<file path="config.mk">
export PLATFORM = sky130hd
export DESIGN_NAME = ram_burst_ctrl
export DESIGN_NICKNAME = d
export VERILOG_FILES = /design/src/rtl/ram_burst_ctrl.sv
export SDC_FILE = /design/constraint.sdc
export NUM_CORES = 2
export LEC_CHECK = 0
export CAP_MARGIN = 20
export CELL_PAD_IN_SITES_DETAIL_PLACEMENT = 1
export CELL_PAD_IN_SITES_GLOBAL_PLACEMENT = 2
export CORE_AREA = 8 8 433 435
export CTS_CLUSTER_SIZE = 20
export DETAILED_ROUTE_END_ITERATION = 16
export DIE_AREA = 0 0 441 443
export MAX_ROUTING_LAYER = met4
export PLACE_DENSITY_LB_ADDON = 0.2
export SLEW_MARGIN = 20
export SYNTH_ARGS = -nofsm -noshare
export SYNTH_HDL_FRONTEND = slang
export SYNTH_SLANG_ARGS = --single-unit
</file>
<file path="constraint.sdc">
create_clock -name clk -period 61.2 [get_ports clk]
set_clock_uncertainty 0.15 [all_clocks]
set_input_delay 15.3 -clock clk [delete_from_list [all_inputs] [get_ports clk]]
set_output_delay 15.3 -clock clk [all_outputs]
set_load 0.01 [all_outputs]
</file>
<file path="src/rtl/ram_burst_ctrl.sv">
// Stream-to-burst adapter for a 512x32 burst RAM: gathers/drains word streams in 16-word chunks.
// Optional address range checking and clamping is enabled with `define RAM_BURST_ADDR_CHECK_EN.
module ram_burst_ctrl #(
  parameter int DATA_W = 32,
  parameter int ADDR_W = 9,
  parameter int BURST  = 16
) (
  input  logic                       clk,
  input  logic                       rst,
  input  logic                       cmd_valid,
  output logic                       cmd_ready,
  input  logic                       cmd_we,
  input  logic [ADDR_W-1:0]          cmd_addr,
  input  logic [5:0]                 cmd_len,
  input  logic                       wr_valid,
  output logic                       wr_ready,
  input  logic [DATA_W-1:0]          wr_data,
  output logic                       rd_valid,
  input  logic                       rd_ready,
  output logic [DATA_W-1:0]          rd_data,
  output logic                       rd_last,
  output logic                       busy,
  output logic                       done,
  output logic                       err,
  output logic                       ram_we,
  output logic [ADDR_W-1:0]          ram_addr,
  output logic [$clog2(BURST)-1:0]   ram_cnt,
  output logic [DATA_W*BURST-1:0]    ram_wdata,
  input  logic [DATA_W*BURST-1:0]    ram_rdata
);

  localparam int CNT_W = $clog2(BURST);
  localparam int CW    = CNT_W + 1;

  localparam logic [2:0] S_IDLE   = 3'd0;
  localparam logic [2:0] S_WFILL  = 3'd1;
  localparam logic [2:0] S_WBURST = 3'd2;
  localparam logic [2:0] S_RISSUE = 3'd3;
  localparam logic [2:0] S_RWAIT  = 3'd4;
  localparam logic [2:0] S_RDRAIN = 3'd5;

  logic [2:0]        r_state;
  logic [ADDR_W:0]   r_cur_addr;
  logic [6:0]        r_remaining;
  logic [CNT_W-1:0]  r_idx;
  logic              r_ram_we;
  logic [ADDR_W-1:0] r_ram_addr;
  logic [CNT_W-1:0]  r_ram_cnt;
  logic              r_done;
  logic              r_err;
  logic [DATA_W-1:0] r_buf       [BURST];
  logic [DATA_W-1:0] r_ram_wdata [BURST];

  logic [DATA_W-1:0] w_rdata [BURST];
  logic [CW-1:0]     w_chunk, w_next_chunk, w_cmd_chunk;
  logic [CW-1:0]     w_inrange, w_next_inrange, w_cmd_inrange;
  logic [ADDR_W:0]   w_next_addr;
  logic [6:0]        w_next_rem, w_cmd_rem;
  logic              w_cmd_oor;
  logic              w_chunk_end;
  logic              w_wr_hs, w_wr_last;

  function automatic logic [CW-1:0] f_chunk(input logic [6:0] rem);
    return (rem > 7'(BURST)) ? CW'(BURST) : rem[CW-1:0];
  endfunction

  function automatic logic [CNT_W-1:0] f_cnt(input logic [CW-1:0] n);
    return (n == '0) ? '0 : CNT_W'(n - 1'b1);
  endfunction

  assign w_cmd_rem    = 7'(cmd_len) + 7'd1;
  assign w_cmd_chunk  = f_chunk(w_cmd_rem);
  assign w_chunk      = f_chunk(r_remaining);
  assign w_next_addr  = r_cur_addr + (ADDR_W+1)'(w_chunk);
  assign w_next_rem   = r_remaining - 7'(w_chunk);
  assign w_next_chunk = f_chunk(w_next_rem);

`ifdef RAM_BURST_ADDR_CHECK_EN
  localparam logic [ADDR_W:0] DEPTH = {1'b1, {ADDR_W{1'b0}}};

  // Number of words of a chunk that land inside the RAM; 0 means skip the access.
  function automatic logic [CW-1:0] f_inrange(input logic [ADDR_W:0] addr, input logic [CW-1:0] chunk);
    logic [ADDR_W:0] room;
    room = DEPTH - addr;
    if (addr >= DEPTH) return '0;
    if (room < (ADDR_W+1)'(chunk)) return CW'(room);
    return chunk;
  endfunction

  assign w_inrange      = f_inrange(r_cur_addr, w_chunk);
  assign w_next_inrange = f_inrange(w_next_addr, w_next_chunk);
  assign w_cmd_inrange  = f_inrange({1'b0, cmd_addr}, w_cmd_chunk);
  assign w_cmd_oor      = (({1'b0, cmd_addr} + (ADDR_W+1)'(cmd_len)) > (DEPTH - 1'b1));
`else
  assign w_inrange      = w_chunk;
  assign w_next_inrange = w_next_chunk;
  assign w_cmd_inrange  = w_cmd_chunk;
  assign w_cmd_oor      = 1'b0;
`endif

  assign w_chunk_end = ({1'b0, r_idx} == w_chunk - 1'b1);
  assign w_wr_hs     = (r_state == S_WFILL) && wr_valid;
  assign w_wr_last   = w_wr_hs && w_chunk_end;

  generate
    for (genvar gi = 0; gi < BURST; gi++) begin : g_word
      assign w_rdata[gi] = ram_rdata[gi*DATA_W +: DATA_W];
      assign ram_wdata[gi*DATA_W +: DATA_W] = r_ram_wdata[gi];

      // Out-of-range slots are zeroed at capture so the drain path needs no masking.
      always_ff @(posedge clk) begin
        if (rst) begin
          r_buf[gi]       <= '0;
          r_ram_wdata[gi] <= '0;
        end else begin
          if (w_wr_hs && (r_idx == CNT_W'(gi)))
            r_buf[gi] <= wr_data;
          else if (r_state == S_RWAIT)
            r_buf[gi] <= (CW'(gi) < w_inrange) ? w_rdata[gi] : '0;
          if (w_wr_last)
            r_ram_wdata[gi] <= (r_idx == CNT_W'(gi)) ? wr_data : r_buf[gi];
        end
      end
    end
  endgenerate

  always_ff @(posedge clk) begin
    if (rst) begin
      r_state     <= S_IDLE;
      r_cur_addr  <= '0;
      r_remaining <= '0;
      r_idx       <= '0;
      r_ram_we    <= 1'b0;
      r_ram_addr  <= '0;
      r_ram_cnt   <= '0;
      r_done      <= 1'b0;
      r_err       <= 1'b0;
    end else begin
      r_done   <= 1'b0;
      r_ram_we <= 1'b0;
      case (r_state)
        S_IDLE: begin
          if (cmd_valid) begin
            r_cur_addr  <= {1'b0, cmd_addr};
            r_remaining <= w_cmd_rem;
            r_idx       <= '0;
            r_err       <= w_cmd_oor;
            if (cmd_we) begin
              r_state <= S_WFILL;
            end else begin
              r_state    <= S_RISSUE;
              r_ram_addr <= cmd_addr;
              r_ram_cnt  <= f_cnt(w_cmd_inrange);
            end
          end
        end
        S_WFILL: begin
          if (w_wr_last) begin
            r_state    <= S_WBURST;
            r_ram_we   <= (w_inrange != '0);
            r_ram_addr <= r_cur_addr[ADDR_W-1:0];
            r_ram_cnt  <= f_cnt(w_inrange);
            r_idx      <= '0;
          end else if (w_wr_hs) begin
            r_idx <= r_idx + 1'b1;
          end
        end
        S_WBURST: begin
          r_cur_addr  <= w_next_addr;
          r_remaining <= w_next_rem;
          if (w_next_rem != '0) begin
            r_state <= S_WFILL;
          end else begin
            r_state <= S_IDLE;
            r_done  <= 1'b1;
          end
        end
        S_RISSUE: r_state <= S_RWAIT;
        S_RWAIT: begin
          r_state <= S_RDRAIN;
          r_idx   <= '0;
        end
        S_RDRAIN: begin
          if (rd_ready) begin
            if (w_chunk_end) begin
              r_idx       <= '0;
              r_cur_addr  <= w_next_addr;
              r_remaining <= w_next_rem;
              if (w_next_rem != '0) begin
                r_state    <= S_RISSUE;
                r_ram_addr <= w_next_addr[ADDR_W-1:0];
                r_ram_cnt  <= f_cnt(w_next_inrange);
              end else begin
                r_state <= S_IDLE;
                r_done  <= 1'b1;
              end
            end else begin
              r_idx <= r_idx + 1'b1;
            end
          end
        end
        default: r_state <= S_IDLE;
      endcase
    end
  end

  assign cmd_ready = (r_state == S_IDLE);
  assign busy      = (r_state != S_IDLE);
  assign wr_ready  = (r_state == S_WFILL);
  assign rd_valid  = (r_state == S_RDRAIN);
  assign rd_data   = r_buf[r_idx];
  assign rd_last   = (r_state == S_RDRAIN) && w_chunk_end && (r_remaining == 7'(w_chunk));
  assign done      = r_done;
  assign err       = r_err;
  assign ram_we    = r_ram_we;
  assign ram_addr  = r_ram_addr;
  assign ram_cnt   = r_ram_cnt;

endmodule

</file>
==> results.md <==
* Outcome: complete, no violations
* Skew-Pair Late Insertion Delay at 770 ps
* Leakage power at 23.7 nW
* Post-CTS Hold Buffers at 0
* CTS Buf Count at 134
* R2R cell count at 10
* Mean Syn Cell Area at 12.2 sq um
* Async SR Flop Fraction at 0
* Post-DP HPWL at 220 mm
* Max-slew violations at 0
* Register area share after synthesis at 0.620
* Antenna violations before repair at 103
* Buffers on Ports at 1128
* Worst Max-Slew Pin Slew at 1270 ps
* CP Class: input port to flop
* EDFF count, synth at 1024
* Via/cell ratio at 5.71
* Fin. Hold Viols at 0
* RSZ-0062 raised after global routing: false
* Adder-cell share of the synthesized area at 0.00456
* Reg-to-reg endpoint: r_ram_wdata[0][180]$_SDFFCE_PN0P_
* Synth Area in XOR/XNOR at 0.00258
* Hold Path End: ram_addr[4]$_SDFFE_PP0P_
* # Post-CTS Setup Buffers at 0
* WP data required at 61520 ps
* WL/cell at 41.0 um
* Worst vdd ir at 0.0258 mV
* Predominant post-synthesis flop cell: edfxtp_1
* Synth Cell Area at 51000 sq um
* Compound-gate portion of the synthesized area at 0.163
* Initial drt markers at 5118
* GRT Util Overall at 0.316
* CP Data Arrival Time at 21790 ps
* Syn Inst Count at 4184
* Mux contribution to synthesized area at 0.0749
* Share of layout cells above drive strength 1 at 0.119
* Die Area at 195000 sq um
* Post-synth cell types at 80
* Slew Limit Headroom at 0.152
* Vias after detailed routing at 43800
* Final nets at 5713
* R2R Path Start: r_state[2]$_SDFFE_PP0P_
* CP max FO at 75
* Reg-to-reg slack, setup at 54250 ps
* Number of global-route vias before repair at 43800
* Placeable Area at 180000 sq um
* Period minus WS final at 21470 ps
* Hold WC Path Type: flop to flop
* Clk sinks at 1066
* Bufs on Longest Clock Path at 3
* Max Freq at 46.6 MHz
* Total power divided by cell area at 28.1 nW/um^2
* Chip width at 441 um
* IO Count at 1130
* CTS Root Buffer Type: clkbuf_16
* ANT nets after route at 0
* Pre-Repair DR Iteration Count at 6
* Post-route setup TNS at 0 ps
* Cell Rows at 156
* H-tree lvl count at 4
* Total Wirelength at 314 mm
* Die height at 443 um
* First-pass GRT wire length at 410 mm
* Critical Path Sink Type: flop
* Synth Area in Simple Gates at 0.0990
* Largest net degree at the start of global routing at 158
* Fin util at 0.385
* DRC at 0
* RD Place Congestion at 0.913
* Max cap viols at 0
* Final setup viols at 0
* Largest family of logic cells by synthesized area: compound AO/OA/AOI/OAI gates
* Syn-to-layout area delta at 36.1%
* Register clock-pin slew on the reported worst setup and hold paths at 60 ps
* Crit share post-route at 0.351
* GRT Residual Overflow at 0
* Number of cells on the worst hold path at 2
* Yosys Warn Count at 0
* CTS resizes at 0
* Initial Util at 0.283
* Critical path launch point type: input port
* CTS tree: yes
* Hold Crit Start: ram_addr[4]$_SDFFE_PP0P_
* Flops & latches, synth at 1066
## placed cells by master, fill, tap and decap left out, drive strengths merged, types with 4 or more instances in the layout
cell type,instances
clkinv,51
buf,131
a21oi,554
mux2,7
nand2b,7
a31oi,5
clkbuf,179
a22o,514
nand2,1100
nor4b,4
nor3,11
edfxtp,1024
xor2,6
dfxtp,42
inv,23
a21boi,4
mux4,160
a211oi,10
o211ai,6
bufinv,5
diode,63
or3,7
a311oi,8
mux2i,12
o21a,5
xnor2,9
clkdlybuf4s50,1120
nor2,61
nand3,16
o21ai,40
and3,5
ha,17
nor2b,13
and2,17
## Yosys cell counts, types with 3 or more instances
master	n	area, sq um
buf_2	61	305
buf_6	7	78.8
nor2b_1	13	81.3
a22o_1	513	4490
a21oi_1	503	2520
and3_1	5	31.3
buf_1	18	67.6
a21oi_2	51	447
inv_1	16	60.1
o21bai_1	3	22.5
a21boi_0	3	22.5
o21ai_0	39	195
mux4_2	160	3600
ha_1	17	213
nor3_1	10	50.1
a311o_1	3	30.0
mux2_4	4	60.1
a211o_1	3	26.3
dfxtp_1	42	841
edfxtp_1	1024	30700
and2_0	4	25.0
and2_1	13	81.3
a41oi_1	3	26.3
clkbuf_1	354	1330
a311oi_1	8	70.1
a31oi_1	5	31.3
a221o_1	3	30.0
mux2i_1	12	120
o211ai_1	6	45.0
o31ai_1	3	22.5
xor2_1	6	52.6
nand2b_1	7	43.8
nand3_1	16	80.1
a211oi_1	10	75.1
nor2_1	61	229
or3_1	7	43.8
xnor2_1	9	78.8
nand2_1	1100	4130
a21o_1	3	22.5
o21a_1	5	37.5
## through the flow
stage	hold WS (ps)	area, sq um	power [mW]	cells	worst slack (ps)
after floorplan	299	51000	1.02	4185	7740
after global placement	301	65000	1.18	7361	39050
after detailed placement	309	65100	1.18	7364	38980
after CTS	316	69200	1.96	7604	39830
after global routing	335	69400	1.99	7662	39530
final	316	69400	1.95	7667	39730
## where the power goes
group          internal (mW)  leakage (nW)  switching, mW
Clock                  0.436          2.02          0.343
Combinational          0.120          10.8          0.174
Sequential             0.841          10.9         0.0337
## cell families (layout without fill, tap and decap cells)
| group | after synthesis | after routing |
|---|---|---|
| compound gates | 1185 | 1185 |
| xor+xnor | 15 | 15 |
| fa+ha+maj | 18 | 18 |
| buf+inv | 460 | 1509 |
| flops | 1066 | 1066 |
| mux | 179 | 179 |
| other cells | 2 | 66 |
| simple gates | 1259 | 1259 |
## layout make-up
cell class / instances / area [sq um]
diodes: 63 / 158
flip-flops and latches: 1066 / 31600
well taps: 2370 / 2970
inverters: 18 / 67.6
clock buffers: 179 / 3590
multi-input cells: 2659 / 18200
fillers: 19200 / 111000
clock inverters: 61 / 566
repair buffers: 1251 / 12200
## metal layers
layer	track usage	routed length [um]
met5	-	0
met3	0.0622	22200
met2	0.527	156000
met1	0.362	118000
met4	0.160	18100
## worst max-delay path by stage
stage                   from                           endpoint  slack (ps)  cells after the start
CTS                      rst  r_ram_wdata[0][141]$_SDFFCE_PN0P_       39830                     10
finish                   rst  r_ram_wdata[0][180]$_SDFFCE_PN0P_       39730                     10
floorplan           wr_valid    r_ram_wdata[0][0]$_SDFFCE_PN0P_        7740                      3
global placement         rst  r_ram_wdata[1][142]$_SDFFCE_PN0P_       39050                     10
global route             rst  r_ram_wdata[0][175]$_SDFFCE_PN0P_       39530                     10
detailed placement       rst   r_ram_wdata[1][13]$_SDFFCE_PN0P_       38980                     10
## worst max-delay path: stages
cell and delay, ps:
clkdlybuf4s50_1 450, buf_4 430, inv_1 450, nand3_2 830, or3_4 800, buf_4 640, buf_4 850, buf_4 810
buf_4 800, a21oi_1 100
## flip-flops by register name, summed over array words and instances (netlist names), named ones only
name         count
r_cur_addr       9
ram_we           1
r_state          3
r_ram_wdata    512
ram_cnt          4
ram_addr         9
done             1
r_idx            4
r_remaining      7
r_buf          512
(Power assumes the default switching activity.)
